**src/rtl/gfx_pkg.sv**
```systemverilog
// Shared graphics types, widths and colour constants for the pixel pipeline.
// Latency: n/a (package only).
// Backpressure: n/a (package only).
package gfx_pkg;

    localparam int COORD_W = 12;
    localparam int RGB_W   = 24;

    typedef logic [COORD_W-1:0] coord_t;
    typedef logic [RGB_W-1:0]   rgb_t;

    // Rectangle as produced by the edge generator: x in [x1,x2), y in [y1,y2).
    typedef struct packed {
        coord_t x1;
        coord_t x2;
        coord_t y1;
        coord_t y2;
    } rect_t;

    localparam rgb_t BLACK = 24'h00_00_00;
    localparam rgb_t WHITE = 24'hFF_FF_FF;

    // Half-open unsigned span test. A span with lo >= hi is empty, which also
    // covers edges that wrapped around zero (e.g. lo = 4070, hi = 50).
    function automatic logic in_span(input coord_t lo, input coord_t hi, input coord_t p);
        return (lo <= p) && (p < hi);
    endfunction

endpackage : gfx_pkg

```
**src/rtl/rect_hit_test.sv**
```systemverilog
// Combinational rectangle hit test: half-open span compare on both axes plus optional outline band.
// Latency: 0 cycles (purely combinational; the caller registers the results).
// Backpressure: none; outputs follow inputs continuously.
//
// Ports:
//   rect       - rectangle edges {x1,x2,y1,y2}, 12-bit unsigned each
//   x, y       - pixel position under test
//   hx, hy     - x in [x1,x2) / y in [y1,y2)
//   on_border  - pixel lies within BORDER_W of an edge (tied high when the outline
//                build option RECT_OUTLINE_EN is not defined, giving a solid fill)
module rect_hit_test
    import gfx_pkg::*;
#(
    parameter int BORDER_W = 4
)(
    input  rect_t                rect,
    input  logic [COORD_W-1:0]   x,
    input  logic [COORD_W-1:0]   y,
    output logic                 hx,
    output logic                 hy,
    output logic                 on_border
);

    // Outline thickness must fit the 8-bit range the 13-bit sums are sized for.
    if (BORDER_W < 1 || BORDER_W > 255) begin : g_bad_border_w
        $error("rect_hit_test: BORDER_W must be in 1..255");
    end

    assign hx = in_span(rect.x1, rect.x2, x);
    assign hy = in_span(rect.y1, rect.y2, y);

`ifdef RECT_OUTLINE_EN
    localparam logic [COORD_W:0] BW = (COORD_W+1)'(BORDER_W);

    logic [COORD_W:0] x_e;
    logic [COORD_W:0] y_e;
    logic [COORD_W:0] x1_e;
    logic [COORD_W:0] x2_e;
    logic [COORD_W:0] y1_e;
    logic [COORD_W:0] y2_e;

    assign x_e  = {1'b0, x};
    assign y_e  = {1'b0, y};
    assign x1_e = {1'b0, rect.x1};
    assign x2_e = {1'b0, rect.x2};
    assign y1_e = {1'b0, rect.y1};
    assign y2_e = {1'b0, rect.y2};

    // "x >= x2 - BW" is rewritten as "x + BW >= x2" so nothing is subtracted:
    // every term is a sum of two 12-bit-ish values in 13 bits and cannot wrap.
    // A rectangle thinner than 2*BW in a dimension is entirely inside the band,
    // so it renders fully filled without any special case.
    assign on_border = (x_e < x1_e + BW) || (x_e + BW >= x2_e) ||
                       (y_e < y1_e + BW) || (y_e + BW >= y2_e);
`else
    assign on_border = 1'b1;
`endif

endmodule : rect_hit_test

```
**src/rtl/rect_pixel_renderer.sv**
```systemverilog
// Renders one rectangle into the video stream: per-frame shadowed edges, registered RGB and aligned syncs.
// Latency: 2 pixel strobes from i_x/i_y/i_de/i_hs/i_vs to all o_* outputs.
// Backpressure: none; every stage holds while i_pix_stb is low and advances together on a strobe.
//
// Ports:
//   i_clk, i_rst            - clock, synchronous active-high reset
//   i_pix_stb               - pixel strobe, pipeline advance enable
//   i_x, i_y, i_de, i_hs, i_vs, i_frame - raster position/timing from the timing generator
//   i_x1, i_x2, i_y1, i_y2  - live rectangle edges, sampled only on a strobed i_frame
//   o_rgb, o_de, o_hs, o_vs - pixel colour and delayed timing for the TMDS encoder
//   o_in_rect               - delayed hit flag for debug/overlay
// Build option: RECT_OUTLINE_EN draws only a BORDER_W-wide outline instead of a solid fill.
module rect_pixel_renderer
    import gfx_pkg::*;
#(
    parameter rgb_t FG_COLOR = WHITE,
    parameter rgb_t BG_COLOR = 24'h00_00_40,
    parameter int   BORDER_W = 4
)(
    input  logic                 i_clk,
    input  logic                 i_rst,
    input  logic                 i_pix_stb,
    input  logic [COORD_W-1:0]   i_x,
    input  logic [COORD_W-1:0]   i_y,
    input  logic                 i_de,
    input  logic                 i_hs,
    input  logic                 i_vs,
    input  logic                 i_frame,
    input  logic [COORD_W-1:0]   i_x1,
    input  logic [COORD_W-1:0]   i_x2,
    input  logic [COORD_W-1:0]   i_y1,
    input  logic [COORD_W-1:0]   i_y2,
    output logic [RGB_W-1:0]     o_rgb,
    output logic                 o_de,
    output logic                 o_hs,
    output logic                 o_vs,
    output logic                 o_in_rect
);

    // Edges used for the whole frame. Reset value is all-zero, i.e. x1 == x2,
    // an empty rectangle, so nothing is drawn until the first frame strobe.
    rect_t shadow;

    logic  hx0;
    logic  hy0;
    logic  bd0;

    logic  hx1;
    logic  hy1;
    logic  bd1;
    logic  de1;
    logic  hs1;
    logic  vs1;

    logic  hit;

    // Shadow latch. i_frame arrives on the first blanking pixel, so the pixel
    // being compared in that same cycle is blank and may still use old edges.
    always_ff @(posedge i_clk) begin
        if (i_rst) begin
            shadow <= '0;
        end else if (i_pix_stb && i_frame) begin
            shadow <= '{x1: i_x1, x2: i_x2, y1: i_y1, y2: i_y2};
        end
    end

    rect_hit_test #(
        .BORDER_W (BORDER_W)
    ) u_hit (
        .rect      (shadow),
        .x         (i_x),
        .y         (i_y),
        .hx        (hx0),
        .hy        (hy0),
        .on_border (bd0)
    );

    // Stage 1: registered compare results alongside the raw timing bits.
    always_ff @(posedge i_clk) begin
        if (i_rst) begin
            hx1 <= 1'b0;
            hy1 <= 1'b0;
            bd1 <= 1'b0;
            de1 <= 1'b0;
            hs1 <= 1'b0;
            vs1 <= 1'b0;
        end else if (i_pix_stb) begin
            hx1 <= hx0;
            hy1 <= hy0;
            bd1 <= bd0;
            de1 <= i_de;
            hs1 <= i_hs;
            vs1 <= i_vs;
        end
    end

    // Blanking pixels never count as hits, so o_in_rect stays clean for overlays.
    assign hit = hx1 && hy1 && bd1 && de1;

    // Stage 2: colour select and timing, all registered on the same strobe so
    // colour and syncs leave the block aligned.
    always_ff @(posedge i_clk) begin
        if (i_rst) begin
            o_rgb     <= BLACK;
            o_de      <= 1'b0;
            o_hs      <= 1'b0;
            o_vs      <= 1'b0;
            o_in_rect <= 1'b0;
        end else if (i_pix_stb) begin
            o_rgb     <= !de1 ? BLACK : (hit ? FG_COLOR : BG_COLOR);
            o_de      <= de1;
            o_hs      <= hs1;
            o_vs      <= vs1;
            o_in_rect <= hit;
        end
    end

endmodule : rect_pixel_renderer

```
**config.mk**
```make
export PLATFORM = sky130hd
export DESIGN_NAME = rect_pixel_renderer
export DESIGN_NICKNAME = d
export VERILOG_FILES = /design/src/rtl/gfx_pkg.sv /design/src/rtl/rect_hit_test.sv /design/src/rtl/rect_pixel_renderer.sv
export SDC_FILE = /design/constraint.sdc
export NUM_CORES = 1
export LEC_CHECK = 0
export BUFFER_PORTS_ARGS = -buffer_cell sky130_fd_sc_hd__buf_2
export CORE_MARGIN = 2
export CORE_UTILIZATION = 55
export DETAILED_ROUTE_END_ITERATION = 16
export MAX_ROUTING_LAYER = met4
export PLACE_DENSITY = 0.9
export REMOVE_ABC_BUFFERS = 1
export SLEW_MARGIN = 5
export SYNTH_ARGS = -nofsm -noshare
export SYNTH_HDL_FRONTEND = slang
export SYNTH_SLANG_ARGS = --single-unit
```
**constraint.sdc**
```tcl
create_clock -name i_clk -period 3 [get_ports i_clk]
set_input_delay 0.45 -clock i_clk [delete_from_list [all_inputs] [get_ports i_clk]]
set_output_delay 0.45 -clock i_clk [all_outputs]
set_load 0.05 [all_outputs]
```
==> results of run 1 <==
-- through the flow --
stage	setup slack [ns]	area [µm²]	util [%]	cells	power, mW
after global routing	1.03	3930	66.8	592	1.93
final	1.17	3930	66.8	592	1.83
after detailed placement	1.01	3730	63.4	576	1.12
after CTS	1.15	3930	66.8	592	1.85
after global placement	1.05	3730	63.4	576	1.10
after floorplan	-5.70	3070	-	391	0.999
-- power groups by stage --
| stage | Combinational, mW | Clock (mW) | Sequential [mW] |
|---|---|---|---|
| 3_3_place_gp | 0.263 | 0 | 0.840 |
| 5_1_grt | 0.321 | 0.781 | 0.829 |
| 4_1_cts | 0.281 | 0.747 | 0.825 |
| 3_5_place_dp | 0.278 | 0 | 0.842 |
| 6_report | 0.278 | 0.727 | 0.825 |
| 2_1_floorplan | 0.155 | 0 | 0.844 |
-- metal layers --
| layer | vias to the layer above | GRT usage [%] | wire (µm) |
|---|---|---|---|
| met5 | - | - | 0 |
| met4 | 0 | 9.83 | 165 |
| li1 | 1558 | - | - |
| met2 | 72 | 42.0 | 3660 |
| met1 | 1358 | 23.1 | 2890 |
| met3 | 18 | 5.82 | 375 |
-- layout make-up --
type	count	area, µm²	area share (%)
clock buffers	11	151	3.85
clock inverters	5	52.6	1.34
inverters	46	173	4.39
multi-input cells	287	1740	44.3
flip-flops and latches	58	1160	29.5
well taps	75	93.8	2.39
repair buffers	110	561	14.3
-- final timing paths --
path	startpoint	end	slack, ns	cells after the start
setup reg to reg	shadow[13]$_SDFFE_PP0P_	hy1$_SDFFE_PP0P_	1.32	6
hold / removal	i_y1[8]	shadow[20]$_SDFFE_PP0P_	0.34	3
setup / recovery	o_rgb[22]$_SDFFE_PP0P_	o_rgb[21]	1.17	1
hold reg to reg	shadow[8]$_SDFFE_PP0P_	shadow[8]$_SDFFE_PP0P_	0.45	2
-- worst min-delay path: cells and delay by family --
family | cells | cell delay [ns]
AOI/OAI and AO/OA | 1 | 0.05
and+or+nand+nor | 1 | 0.04
buffers and inverters | 1 | 0.09
-- layout by cell type (no fill, tap or decap), types with 7 or more instances in the layout --
cell,synthesis,routed
buf_2,6,106
a21oi_1,65,65
mux2i_1,7,7
clkbuf_8,0,11
dfxtp_1,58,58
ha_1,46,46
nand2_1,111,111
nand4_1,8,8
nor2_1,16,16
o21ai_0,7,7
inv_1,46,46
-- registers in the layout, summed over array words and instances (netlist names) --
register / flops
o_rgb: 2
hx1: 1
de1: 1
vs1: 1
o_vs: 1
bd1: 1
o_hs: 1
shadow: 48
hs1: 1
hy1: 1
-- cells by family after synthesis --
logic type,count (synthesis),share of synthesized area [%]
mux,7,2.11
simple gates,146,18.4
flops,58,34.9
fa+ha+maj,46,17.3
compound gates,88,14.5
buf+inv,87,12.8
==> flow_summary.json, run 1 <==
{
  "outcome": "completed",
  "num_vias": 3006,
  "critPathLaunchType": "register",
  "drv_cap": 0,
  "clock_sinks": 58,
  "first_pass_iters": 4,
  "worstPathArrival_ns": 1.38,
  "switching_share_pct": 26.0,
  "cp_cell_sequence": "buf_2",
  "synth_top_area_cell": "dfxtp_1",
  "hold_class": "in2reg",
  "peakVddDrop_mv": 0.345,
  "layout-drive-gt1-share_pct": 25.1,
  "yosysSeqAreaShare_pct": 34.9,
  "hold_violations": 0,
  "initial_utilization_pct": 56.5,
  "rsz0062_at_grt": "no",
  "cts_resized": 0,
  "io_buffers": 106,
  "synth_top_area_share_pct": 34.9,
  "worst_pin_slew_ns": 0.548,
  "grt_pass1_wl_mm": 11.5,
  "cts_made_buffers": 9,
  "place.detailed.hpwl_mm": 5.43,
  "track_usage_pct": 23.0,
  "min_period_ns": 1.83,
  "hold_buffers": 0,
  "cts.path.max_buffers": 2,
  "area_growth_pct": 18.2,
  "final.period_utilization_pct": 60.9,
  "p_int_mw": 1.35,
  "num_antenna_cells": 0,
  "power_frac_comb_pct": 15.2,
  "nFillCells": 528,
  "ys.flop_type": "dfxtp_1",
  "end_kind": "output port",
  "path_max_fanout": 25,
  "yosys-top-cells-area": "dfxtp_1, ha_1, nand2_1, a21oi_1, buf_4",
  "cp.required_ns": 2.55,
  "cts_tree": "yes",
  "synth_edf_count": 0,
  "max_stage_delay_ns": 0.66,
  "rows": 28,
  "crit_buf_inv": 1,
  "syn-mean-instance-area_um2": 7.70,
  "overflow": 0,
  "core_area_mm2": 0.00589,
  "synth.most_common_cell": "nand2_1",
  "die_y_um": 81.8,
  "die-area_mm2": 0.00668,
  "fin_setup_tns_ns": 0,
  "io_pins": 107,
  "hold-worst-slack_ns": 0.341,
  "power_switching_uw": 476,
  "synth_commonest_cells": "nand2_1, a21oi_1, dfxtp_1",
  "cpMaxStageDelayCell": "dfxtp_1",
  "fin_nets": 637,
  "wirelength_mm": 7.09,
  "path_clk_slew_ns": 0.07,
  "root_buffer": "clkbuf_8",
  "clkLatencyLatePin_ns": 0.34,
  "drc": 0,
  "max_freq_mhz": 548,
  "drt_iter0_markers": 81,
  "clkPwrFrac_pct": 39.7,
  "grt_pass1_vias": 2782,
  "cellPowerDensity_mw_per_mm2": 465,
  "netlist_area_mm2": 0.00333,
  "slew_headroom_pct": 63.4,
  "grt_max_degree": 49,
  "htreeDepth": 3,
  "die_w_um": 81.8,
  "ant_nets": 0,
  "fin_worst_skew_ns": 0.00472,
  "async_reset_ff_share_pct": 0,
  "leakage_nw": 1.92,
  "pwr-share-seq_pct": 45.1,
  "syn_inst": 432,
  "routedWlPerCell_um": 12.0,
  "via_per_inst": 5.08,
  "place_congestion": 0.809,
  "ys_ff_latch": 58,
  "antenna_found_initial": 0,
  "cp_top_family": "flip-flops",
  "yosysUniqueCellTypes": 29,
  "slew_viol_final": 0,
  "finalSetupViolCount": 0,
  "path_class": "reg2out",
  "ys_warn_count": 0,
  "cts_setup_buffers": 0
}
Note: power is estimated with default switching activity, not from simulation.
==> inputs of run 2 (changes only) <==
--- a/config.mk
+++ b/config.mk
@@ -5,12 +5,13 @@
 export SDC_FILE = /design/constraint.sdc
 export NUM_CORES = 1
 export LEC_CHECK = 0
+export ABC_AREA = 1
 export BUFFER_PORTS_ARGS = -buffer_cell sky130_fd_sc_hd__buf_2
 export CORE_MARGIN = 2
-export CORE_UTILIZATION = 55
+export CORE_UTILIZATION = 47
 export DETAILED_ROUTE_END_ITERATION = 16
 export MAX_ROUTING_LAYER = met4
-export PLACE_DENSITY = 0.9
+export PLACE_DENSITY = 0.82
 export REMOVE_ABC_BUFFERS = 1
 export SLEW_MARGIN = 5
 export SYNTH_ARGS = -nofsm -noshare
==> constraint.sdc (replaced) <==
create_clock -name i_clk -period 1.6 [get_ports i_clk]
set_input_delay 0.24 -clock i_clk [delete_from_list [all_inputs] [get_ports i_clk]]
set_output_delay 0.24 -clock i_clk [all_outputs]
set_load 0.05 [all_outputs]
==> flow_summary.json, run 2 <==
{
  "path_clk_slew_ns": 0.06,
  "hold_class": "in2reg",
  "area_growth_pct": 18.8,
  "fin_nets": 687,
  "synth_top_area_share_pct": 33.6,
  "die_w_um": 89.8,
  "worst_pin_slew_ns": 0.354,
  "cp_top_family": "flip-flops",
  "io_buffers": 106,
  "cts_tree": "yes",
  "worstPathArrival_ns": 1.17,
  "netlist_area_mm2": 0.00346,
  "first_pass_iters": 4,
  "dp_slack_ns": 0.125,
  "hold_violations": 0,
  "layout-drive-gt1-share_pct": 23.9,
  "synth_edf_count": 0,
  "die-area_mm2": 0.00807,
  "cellPowerDensity_mw_per_mm2": 861,
  "max_stage_delay_ns": 0.50,
  "clock_sinks": 58,
  "async_reset_ff_share_pct": 0,
  "routedWlPerCell_um": 11.2,
  "clkLatencyLatePin_ns": 0.34,
  "regMostFlops": "shadow",
  "path_max_fanout": 25,
  "ys_warn_count": 0,
  "synth_top_area_cell": "dfxtp_1",
  "slew_headroom_pct": 76.4,
  "syn-mean-instance-area_um2": 7.21,
  "core_area_mm2": 0.00718,
  "finalSetupViolCount": 0,
  "cpMaxStageDelayCell": "dfxtp_2",
  "grt_max_degree": 59,
  "final_cell_mix": "nand2_1, buf_2, inv_1",
  "hold_buffers": 0,
  "critPathLaunchType": "register",
  "via_per_inst": 4.68,
  "ys_ff_latch": 58,
  "die_y_um": 89.8,
  "fin_worst_skew_ns": 0.00542,
  "num_vias": 3111,
  "max_freq_mhz": 708,
  "initial_utilization_pct": 48.2,
  "antenna_found_initial": 0,
  "final.period_utilization_pct": 88.3,
  "track_usage_pct": 20.2,
  "place.detailed.hpwl_mm": 5.59,
  "path_class": "reg2out",
  "nFillCells": 677,
  "outcome": "completed",
  "ant_nets": 0,
  "yosys-top-cells-area": "dfxtp_1, ha_1, nand2_1, inv_1, a21oi_1",
  "rsz0062_at_grt": "no",
  "leakage_nw": 2.21,
  "peakVddDrop_mv": 0.572,
  "yosysSeqAreaShare_pct": 33.6,
  "yosysUniqueCellTypes": 19,
  "wirelength_mm": 7.47,
  "crit_buf_inv": 1,
  "grt_pass1_wl_mm": 13.2,
  "largest_reg_flops": 48,
  "synth_commonest_cells": "nand2_1, inv_1, dfxtp_1",
  "overflow": 0,
  "num_antenna_cells": 0,
  "cp_cell_sequence": "buf_2",
  "drc": 0,
  "syn_inst": 480,
  "hold-worst-slack_ns": 0.146,
  "end_kind": "output port",
  "io_pins": 107,
  "grt_pass1_vias": 3218,
  "cts_made_buffers": 9,
  "layout_commonest_cell": "nand2_1",
  "place_congestion": 0.847,
  "root_buffer": "clkbuf_8",
  "cts.path.max_buffers": 2,
  "synth.most_common_cell": "nand2_1",
  "slew_viol_final": 0,
  "htreeDepth": 3,
  "drv_cap": 0,
  "min_period_ns": 1.41,
  "setup_ws_ns": 0.188,
  "largest_registers": "shadow (48), o_rgb (2)",
  "drt_iter0_markers": 93,
  "rows": 31,
  "cp.required_ns": 1.36,
  "ys.flop_type": "dfxtp_1"
}
-- run 2: cell types whose count changed after synthesis, moves of 5 or more --
cell / previous run / this run
nor2_1: 16 / 37
inv_1: 46 / 76
o21ai_0: 7 / 0
a211oi_1: 4 / 24
clkbuf_1: 8 / 3
a21oi_1: 65 / 44
nand2_1: 111 / 137
mux2i_1: 7 / 0
-- run 2: logic make-up after synthesis --
| group | Yosys count | synth area share, % |
|---|---|---|
| flops | 58 | 33.6 |
| fa+ha+maj | 46 | 16.6 |
| buf+inv | 118 | 16.1 |
| simple gates | 184 | 20.7 |
| compound gates | 74 | 13.0 |
-- run 2: area by class of cell --
| class | count | area, µm² | share of cell area (%) |
|---|---|---|---|
| Inverter | 77 | 289 | 7.03 |
| Clock buffer | 13 | 169 | 4.11 |
| Multi-Input combinational cell | 304 | 1740 | 42.4 |
| Sequential cell | 58 | 1160 | 28.3 |
| Tap cell | 99 | 124 | 3.01 |
| Clock inverter | 2 | 35.0 | 0.852 |
| Timing Repair Buffer | 112 | 588 | 14.3 |
-- run 2: final timing paths --
kind                           startpoint                      end  slack [ns]  depth (start not counted)
setup / recovery   o_rgb[22]$_SDFFE_PP0P_                 o_rgb[8]        0.19                          1
setup reg to reg  shadow[35]$_SDFFE_PP0P_         hx1$_SDFFE_PP0P_        0.21                          9
hold / removal                    i_x1[9]  shadow[45]$_SDFFE_PP0P_        0.15                          3
hold reg to reg         o_vs$_SDFFE_PP0P_        o_vs$_SDFFE_PP0P_        0.46                          2
-- run 2: what timing repair did --
| action | in CTS | in global routing |
|---|---|---|
| setup endpoints to repair | 24 | 0 |
| setup buffers | 0 | 0 |
| gates resized for setup | 1 | 0 |
-- run 2: stage by stage --
| step | power, mW | std cells | TNS (ns) | instance area, µm² | utilization (%) |
|---|---|---|---|---|---|
| 6_report | 3.54 | 665 | 0 | 4110 | 57.3 |
| 5_1_grt | 3.75 | 665 | 0 | 4110 | 57.3 |
| 4_1_cts | 3.59 | 665 | 0 | 4110 | 57.3 |
| 3_5_place_dp | 2.18 | 650 | 0 | 3910 | 54.4 |
| 3_3_place_gp | 2.15 | 650 | 0 | 3910 | 54.4 |
| 2_1_floorplan | 1.94 | 439 | -166.78 | 3190 | - |
-- run 2: per-layer routing --
metal / global-route usage [%] / vias up / wire, µm
li1: - / 1654 / -
met1: 21.1 / 1366 / 3200
met2: 36.9 / 72 / 3780
met3: 3.86 / 19 / 301
met4: 9.49 / 0 / 197
met5: - / - / 0
-- run 2: power by group --
| part | internal (mW) | switching (mW) |
|---|---|---|
| Clock | 0.836 | 0.555 |
| Combinational | 0.253 | 0.338 |
| Sequential | 1.52 | 0.0318 |
| Total | 2.61 | 0.925 |
